File: src/rtl/pipe_ctrl_pkg.sv
// Shared definitions for the pipeline stall/flush sequencer: FSM state
// encodings, the hard-wired zero register index and the default
// data-memory timeout.
package pipe_ctrl_pkg;

  typedef enum logic [1:0] {
    ST_RUN       = 2'd0,
    ST_DMEM_WAIT = 2'd1,
    ST_TRAP      = 2'd2
  } ctrl_state_e;

  localparam logic [4:0] REG_ZERO = 5'd0;

  localparam int DMEM_TIMEOUT_DEFAULT = 255;

endpackage

File: src/rtl/pipeline_hazard_ctrl_load_use_detect.sv
// Load-use hazard comparator: flags an ID instruction that reads the
// destination of a load currently in EX. Writes to x0 never create a hazard.
module load_use_detect
  import pipe_ctrl_pkg::*;
#(
  parameter int REG_ADDR_W = 5
) (
  input  logic                  ex_mem_read_i,
  input  logic [REG_ADDR_W-1:0] ex_rd_i,
  input  logic [REG_ADDR_W-1:0] id_rs1_i,
  input  logic [REG_ADDR_W-1:0] id_rs2_i,
  input  logic                  id_uses_rs1_i,
  input  logic                  id_uses_rs2_i,
  output logic                  hazard_o
);

  logic rs1_hit;
  logic rs2_hit;
  logic rd_live;

  assign rs1_hit  = id_uses_rs1_i && (ex_rd_i == id_rs1_i);
  assign rs2_hit  = id_uses_rs2_i && (ex_rd_i == id_rs2_i);
  assign rd_live  = (ex_rd_i != REG_ADDR_W'(REG_ZERO));
  assign hazard_o = ex_mem_read_i && rd_live && (rs1_hit || rs2_hit);

endmodule

File: src/rtl/pipeline_hazard_ctrl.sv
// Central stall/flush sequencer for the 5-stage pipeline. Handles load-use
// bubbles, taken-branch squashes in MEM, and a full freeze while the data
// memory is busy, trapping if it never answers.
// Optional build macro HAZ_PERF_CNT_EN adds 32-bit event counters
// (perf_load_use, perf_branch_flush, perf_dmem_wait).
module pipeline_hazard_ctrl
  import pipe_ctrl_pkg::*;
#(
  parameter int REG_ADDR_W   = 5,
  parameter int WAIT_CNT_W   = 8,
  parameter int DMEM_TIMEOUT = DMEM_TIMEOUT_DEFAULT
) (
  input  logic                  clk,
  input  logic                  reset,
  input  logic [REG_ADDR_W-1:0] id_rs1,
  input  logic [REG_ADDR_W-1:0] id_rs2,
  input  logic                  id_uses_rs1,
  input  logic                  id_uses_rs2,
  input  logic                  ex_MemRead,
  input  logic [REG_ADDR_W-1:0] ex_rd,
  input  logic                  branch_taken,
  input  logic                  mem_access,
  input  logic                  dmem_ready,
  output logic                  pc_write,
  output logic                  if_id_write,
  output logic                  id_ex_write,
  output logic                  ex_mem_write,
  output logic                  if_id_flush,
  output logic                  id_ex_flush,
  output logic                  ex_mem_flush,
  output logic                  mem_wb_bubble,
  output logic                  dmem_timeout,
  output logic [1:0]            ctrl_state
`ifdef HAZ_PERF_CNT_EN
  ,
  output logic [31:0]           perf_load_use,
  output logic [31:0]           perf_branch_flush,
  output logic [31:0]           perf_dmem_wait
`endif
);

  ctrl_state_e           state_q, state_d;
  logic [WAIT_CNT_W-1:0] wait_cnt_q, wait_cnt_d;
  logic                  timeout_q, timeout_d;

  logic load_use;
  logic mem_wait;
  logic apply_lu, apply_br, apply_wait;

  load_use_detect #(.REG_ADDR_W(REG_ADDR_W)) u_lud (
    .ex_mem_read_i (ex_MemRead),
    .ex_rd_i       (ex_rd),
    .id_rs1_i      (id_rs1),
    .id_rs2_i      (id_rs2),
    .id_uses_rs1_i (id_uses_rs1),
    .id_uses_rs2_i (id_uses_rs2),
    .hazard_o      (load_use)
  );

  // A memory access that is not answered this cycle holds the whole pipe.
  assign mem_wait = mem_access && !dmem_ready;

  // State, wait counter and sticky timeout flag.
  always_ff @(posedge clk) begin
    if (reset) begin
      state_q    <= ST_RUN;
      wait_cnt_q <= '0;
      timeout_q  <= 1'b0;
    end else begin
      state_q    <= state_d;
      wait_cnt_q <= wait_cnt_d;
      timeout_q  <= timeout_d;
    end
  end

  // Next state: TRAP is terminal; otherwise an unanswered access either
  // keeps waiting or, once the counter has reached the limit, traps. The
  // counter stops at the limit so it can never wrap.
  always_comb begin
    state_d    = state_q;
    wait_cnt_d = wait_cnt_q;
    timeout_d  = timeout_q;
    if (state_q != ST_TRAP) begin
      if (mem_wait) begin
        if (wait_cnt_q == WAIT_CNT_W'(DMEM_TIMEOUT)) begin
          state_d   = ST_TRAP;
          timeout_d = 1'b1;
        end else begin
          state_d    = ST_DMEM_WAIT;
          wait_cnt_d = wait_cnt_q + WAIT_CNT_W'(1);
        end
      end else begin
        state_d    = ST_RUN;
        wait_cnt_d = '0;
      end
    end
  end

  // Outputs by priority: trap freeze, memory freeze, branch squash,
  // load-use bubble. During reset everything sits at the free-running values.
  always_comb begin
    pc_write      = 1'b1;
    if_id_write   = 1'b1;
    id_ex_write   = 1'b1;
    ex_mem_write  = 1'b1;
    if_id_flush   = 1'b0;
    id_ex_flush   = 1'b0;
    ex_mem_flush  = 1'b0;
    mem_wb_bubble = 1'b0;
    apply_lu      = 1'b0;
    apply_br      = 1'b0;
    apply_wait    = 1'b0;
    if (reset) begin
      // free-running defaults
    end else if (state_q == ST_TRAP || mem_wait) begin
      pc_write      = 1'b0;
      if_id_write   = 1'b0;
      id_ex_write   = 1'b0;
      ex_mem_write  = 1'b0;
      mem_wb_bubble = 1'b1;
      apply_wait    = (state_q != ST_TRAP);
    end else if (branch_taken) begin
      if_id_flush  = 1'b1;
      id_ex_flush  = 1'b1;
      ex_mem_flush = 1'b1;
      apply_br     = 1'b1;
    end else if (load_use) begin
      pc_write    = 1'b0;
      if_id_write = 1'b0;
      id_ex_flush = 1'b1;
      apply_lu    = 1'b1;
    end
  end

  assign dmem_timeout = timeout_q && !reset;
  assign ctrl_state   = reset ? ST_RUN : state_q;

`ifdef HAZ_PERF_CNT_EN
  logic [31:0] perf_lu_q, perf_br_q, perf_wait_q;

  // Event counters, one tick per cycle the corresponding action is applied.
  always_ff @(posedge clk) begin
    if (reset) begin
      perf_lu_q   <= '0;
      perf_br_q   <= '0;
      perf_wait_q <= '0;
    end else begin
      if (apply_lu)   perf_lu_q   <= perf_lu_q + 32'd1;
      if (apply_br)   perf_br_q   <= perf_br_q + 32'd1;
      if (apply_wait) perf_wait_q <= perf_wait_q + 32'd1;
    end
  end

  assign perf_load_use     = perf_lu_q;
  assign perf_branch_flush = perf_br_q;
  assign perf_dmem_wait    = perf_wait_q;
`endif

endmodule

File: config.mk
export PLATFORM = sky130hd
export DESIGN_NAME = pipeline_hazard_ctrl
export DESIGN_NICKNAME = d
export VERILOG_FILES = /design/src/rtl/pipe_ctrl_pkg.sv /design/src/rtl/pipeline_hazard_ctrl_load_use_detect.sv /design/src/rtl/pipeline_hazard_ctrl.sv
export SDC_FILE = /design/constraint.sdc
export NUM_CORES = 1
export LEC_CHECK = 0
export ABC_AREA = 1
export CORE_MARGIN = 8
export CORE_UTILIZATION = 26
export DETAILED_ROUTE_END_ITERATION = 12
export GPL_TIMING_DRIVEN = 1
export HOLD_SLACK_MARGIN = 0.02
export PLACE_DENSITY = 0.63
export RECOVER_POWER = 100
export SYNTH_ARGS = -nofsm -noshare
export SYNTH_HDL_FRONTEND = slang
export SYNTH_SLANG_ARGS = --single-unit
File: constraint.sdc
create_clock -name clk -period 4.2 [get_ports clk]
set_clock_uncertainty 0.2 [all_clocks]
set_input_delay 0.84 -clock clk [delete_from_list [all_inputs] [get_ports clk]]
set_output_delay 0.84 -clock clk [all_outputs]
set_load 0.01 [all_outputs]
Word level (Yosys, flattened, before mapping)
Cells that the tools add are included.
{"block": "totals", "mem_bits_rw": 0, "mem_bits_ro": 0, "register_bits": 11, "latchBits": 0, "output_inout_bits": 11, "memories": 0, "input_bits": 23}
{"block": "classes", "div_mod_pow": 0, "eq_ne": 6, "n_lt_le_gt_ge": 0, "n_reduce_logical": 13, "mul": 0, "addsub": 1, "n_bitwise": 0, "shift": 0, "muxes": 20}
{"op": "8-bit 2-to-1 mux", "n": 2}
{"op": "1-bit 2-to-1 mux", "n": 15}
{"op": "5-bit equality test", "n": 2}
{"op": "8-bit by 1-bit adder with 8-bit output (second input constant)", "n": 1}
{"op": "8-bit equality test (second input constant)", "n": 1}
{"op": "1-bit logical AND", "n": 6}
{"op": "2-bit 2-to-1 mux", "n": 3}
{"op": "5-bit nonzero test", "n": 1}
{"op": "2-bit inequality test (second input constant)", "n": 2}
{"op": "3-bit AND reduction", "n": 1}
{"op": "2-bit equality test (second input constant)", "n": 1}
{"op": "1-bit zero test", "n": 2}
{"op": "1-bit logical OR", "n": 2}
{"op": "2-bit AND reduction", "n": 1}

Longest topological paths before layout
Gate-level depths: netlist (run 1).
{"block": "logic_depth", "word_depth": 8, "ltp_mapped": 10, "mapped_depth_nobuf": 10}

Cells and area by module
Synthesis (run 1) repeated with hierarchy kept, for this count alone.
{"block": "hier_totals", "hier_cells": 162, "area_unflattened_um2": 937.1}
{"module": "pipeline_hazard_ctrl", "area_per_inst_um2": 720.7, "cells_each": 107, "seq_area_each_um2": 220.2, "n_inst": 1}
{"module": "load_use_detect", "area_per_inst_um2": 216.5, "cells_each": 55, "seq_area_each_um2": 0.0, "n_inst": 1}

Least setup slack after synthesis (run 1)
Ideal clock, no wire load.
{"block": "synth_path", "path_type": "input-to-output", "startpoint": "input port mem_access", "endpoint": "output port pc_write", "arrival_ns": 1.837, "path_buffers": 1, "slack_ns": 1.323, "path_stages": 10, "cell_sequence": "inv_1 -> nor2_4 -> inv_1 -> nand2_1 -> inv_1 -> nor2_1 -> inv_1 -> nand2_1 -> inv_1 -> buf_4"}
{"block": "synth_via", "elab_chain_len": 4}
{"element": "start, declared", "line": "pipeline_hazard_ctrl.sv:22", "source": "input logic mem_access,"}
{"element": "1-bit logical AND", "line": "pipeline_hazard_ctrl.sv:61", "source": "assign mem_wait = mem_access && !dmem_ready;"}
{"element": "1-bit logical OR", "line": "pipeline_hazard_ctrl.sv:115", "source": "end else if (state_q == ST_TRAP || mem_wait) begin"}
{"element": "1-bit 2-to-1 mux (2 in a row)"}
{"element": "end, declared", "line": "pipeline_hazard_ctrl.sv:24", "source": "output logic pc_write,"}
No other way between the ends.

Worst setup path after layout (run 1)
{"block": "layout_path", "startpoint": "input port mem_access", "endpoint": "output port id_ex_flush"}
{"block": "layout_via", "elab_chain_len": 4}
{"element": "1-bit logical AND", "line": "pipeline_hazard_ctrl.sv:61"}
{"element": "1-bit logical OR", "line": "pipeline_hazard_ctrl.sv:115"}
{"element": "1-bit 2-to-1 mux", "line": "pipeline_hazard_ctrl.sv:115"}
{"element": "1-bit 2-to-1 mux", "line": "pipeline_hazard_ctrl.sv:113", "source": "if (reset) begin"}
{"element": "end, declared", "line": "pipeline_hazard_ctrl.sv:29", "source": "output logic id_ex_flush,"}
No other way between the ends.

==> qor.csv, run 1 <==
metric,value,unit
vias,1001,
avgSynthCellArea,5.54,um2
area_growth_syn_to_layout,38.8,%
path_max_fanout,5,
worstSetupEndpointType,primary output,
crit_buf_inv,5,
dp_cells,243,
start_kind,primary input,
ir_worst_vdd,0.000123,V
max_slew.worst_pin.slew,0.444,ns
dr.pass1.iters,4,
cts_resized,0,
die_h,75.8,um
grt.overflow.total,0,
crit_arrival,2.65,ns
ant_nets,0,
netlist_instances,168,
yosys_warnings,0,
cp.required,3.16,ns
timing.hold.ws,0.273,ns
viasPerCell,4.05,
cts_buffers,3,
grt.total_usage,8.63,%
grt_pass1_wl,3910,um
grt_pass1_vias,968,
timing.setup.tns,0,ns
clk_latency,0.28,ns
hpwl,1830,um
seq_area_frac_synth,23.7,%
clock_sinks,11,
routed_wl,2230,um
crit_path_frequent_cell,inv_1,
fmax,271,MHz
post_route_cells_drive_above_1_share,5.47,%
gp_congestion,0.782,
cts_max_level,1,
status,"finished, final reports clean",
crit_path_top_delay_cell,dlygate4sd3_1,
cap_violations,0,
post_cts_buffers,0,
fin_nets,226,
initial_utilization,27.5,%
slew_headroom,70.2,%
place_area,1290,um2
syn-cell-area,931,um2
slew_viol_final,0,
layout.cells.non_filler,247,
p_leak,0.650,nW
grt_start_max_net_pins,11,
coreArea,3390,um2
synthesis.nets,192,
critPathMaxStageDelay,0.62,ns
hold_buffers,0,
pin_count,34,
ys_types,21,
crit_chain,dlygate4sd3_1 -> inv_1 -> nor2_4 -> inv_1 -> nand2_1 -> nor2_1 -> inv_1 -> o21ai_0 -> dlygate4sd3_1,
die_w,75.8,um
path_clk_slew,0.08,ns
powerDensity,188,nW/um2
root_buffer,clkbuf_4,
cts_max_path_buffers,2,
fin_area,1290,um2
period_share,87.9,%
drt_drc_violations_left,0,
first_iter_violations,48,
ys_seq_elements,11,
hold_viol_final,0,
hp-class,flop to flop,
placementRows,21,
fin_crit,3.69,ns
portBuffers,33,
rsz0062_at_grt,false,
cts_tree,yes,
antenna_cells,0,
path_class,primary input to primary output,
die_area,5750,um2
finalSetupViolCount,0,
crit_family,buffers and inverters,
wire_per_inst,9.03,um
grt_antenna_before_repair,0,
[layout make-up]
| type | instances | area [um2] |
|---|---|---|
| fill | 354 | 2100 |
| sequential | 11 | 220 |
| timing repair buffer | 33 | 330 |
| inverter | 39 | 148 |
| clock buffer | 4 | 26.3 |
| multi-input combinational | 114 | 510 |
| tap | 46 | 57.6 |
[worst paths after layout]
| check | from | to | slack (ns) | cells past startpoint |
|---|---|---|---|---|
| setup / recovery | mem_access | id_ex_flush | 0.51 | 9 |
| hold / removal | wait_cnt_q[7] | wait_cnt_q[7] | 0.27 | 2 |
| setup reg to reg | wait_cnt_q[0] | wait_cnt_q[1] | 2.32 | 9 |
| hold reg to reg | wait_cnt_q[7] | wait_cnt_q[7] | 0.27 | 2 |
[placed cells by master (no fill, tap or decap), drive strengths merged]
cell type / n
clkbuf: 4
ha: 1
nor2: 26
clkdlybuf4s50: 21
nand4: 2
nand3: 14
nor3: 2
a21oi: 3
nor3b: 1
o22ai: 1
o21ai: 4
inv: 38
dfxtp: 11
dlygate4sd3: 12
nand2: 60
clkinvlp: 1
[power by group]
part	internal, mW	switching, mW
logic	0.0324	0.0270
clock network	0.0368	0.0401
registers	0.105	0.000750
total	0.175	0.0679
[worst register-to-register path, delay by kind of cell (launching register included)]
| family | cells | cell delay [ns] |
|---|---|---|
| DFF | 1 | 0.36 |
| buffers and inverters | 1 | 0.12 |
| adders and majority gates | 1 | 0.18 |
| and+or+nand+nor | 7 | 0.96 |
[sequential cells by signal (all words and copies together), names as in the netlist]
name and cells:
timeout_q 1, wait_cnt_q 8, state_q 2
[kinds of logic after synthesis]
| kind of cell | after synthesis | share of synthesized area, % |
|---|---|---|
| adders and majority gates | 1 | 1.34 |
| AOI/OAI and AO/OA | 8 | 4.44 |
| DFF | 11 | 23.7 |
| buffers and inverters | 43 | 19.1 |
| and+or+nand+nor | 105 | 51.5 |
[layer usage]
layer / share of wire [%] / up-vias / track usage, %
met3: 12 / 2 / 3.55
met2: 41 / 28 / 13.6
met4: 0.54 / 0 / 2.56
li1: - / 560 / -
met1: 46 / 411 / 10.4
met5: 0 / - / 0
[synth_stat cells (all sizes together)]
master	instances	area, um2
nand2	60	238
inv	38	143
nor2	26	118
nand3	14	82.6
dfxtp	11	220
buf	4	30.0
o21ai	4	20.0
a21oi	3	15.0
nand4	2	12.5
nor3	2	21.3
clkinv	1	5.00
ha	1	12.5
nor3b	1	7.51
o22ai	1	6.26
[stage by stage]
stage	util (%)	total power, mW	setup WS [ns]
after floorplan	-	0.138	1.32
after global placement	38.0	0.171	0.643
after detailed placement	38.0	0.171	0.648
after CTS	38.8	0.248	0.647
after global routing	38.1	0.262	0.349
final	38.1	0.243	0.507
(Power assumes the default switching activity.)
==> run 2: changes to the inputs <==
--- a/config.mk
+++ b/config.mk
@@ -6,6 +6,7 @@
 export NUM_CORES = 1
 export LEC_CHECK = 0
 export ABC_AREA = 1
+export CAP_MARGIN = 20
 export CORE_MARGIN = 8
 export CORE_UTILIZATION = 26
 export DETAILED_ROUTE_END_ITERATION = 12
==> results of run 2 <==
Final layout, timing and power as in run 1 (identical DEF).
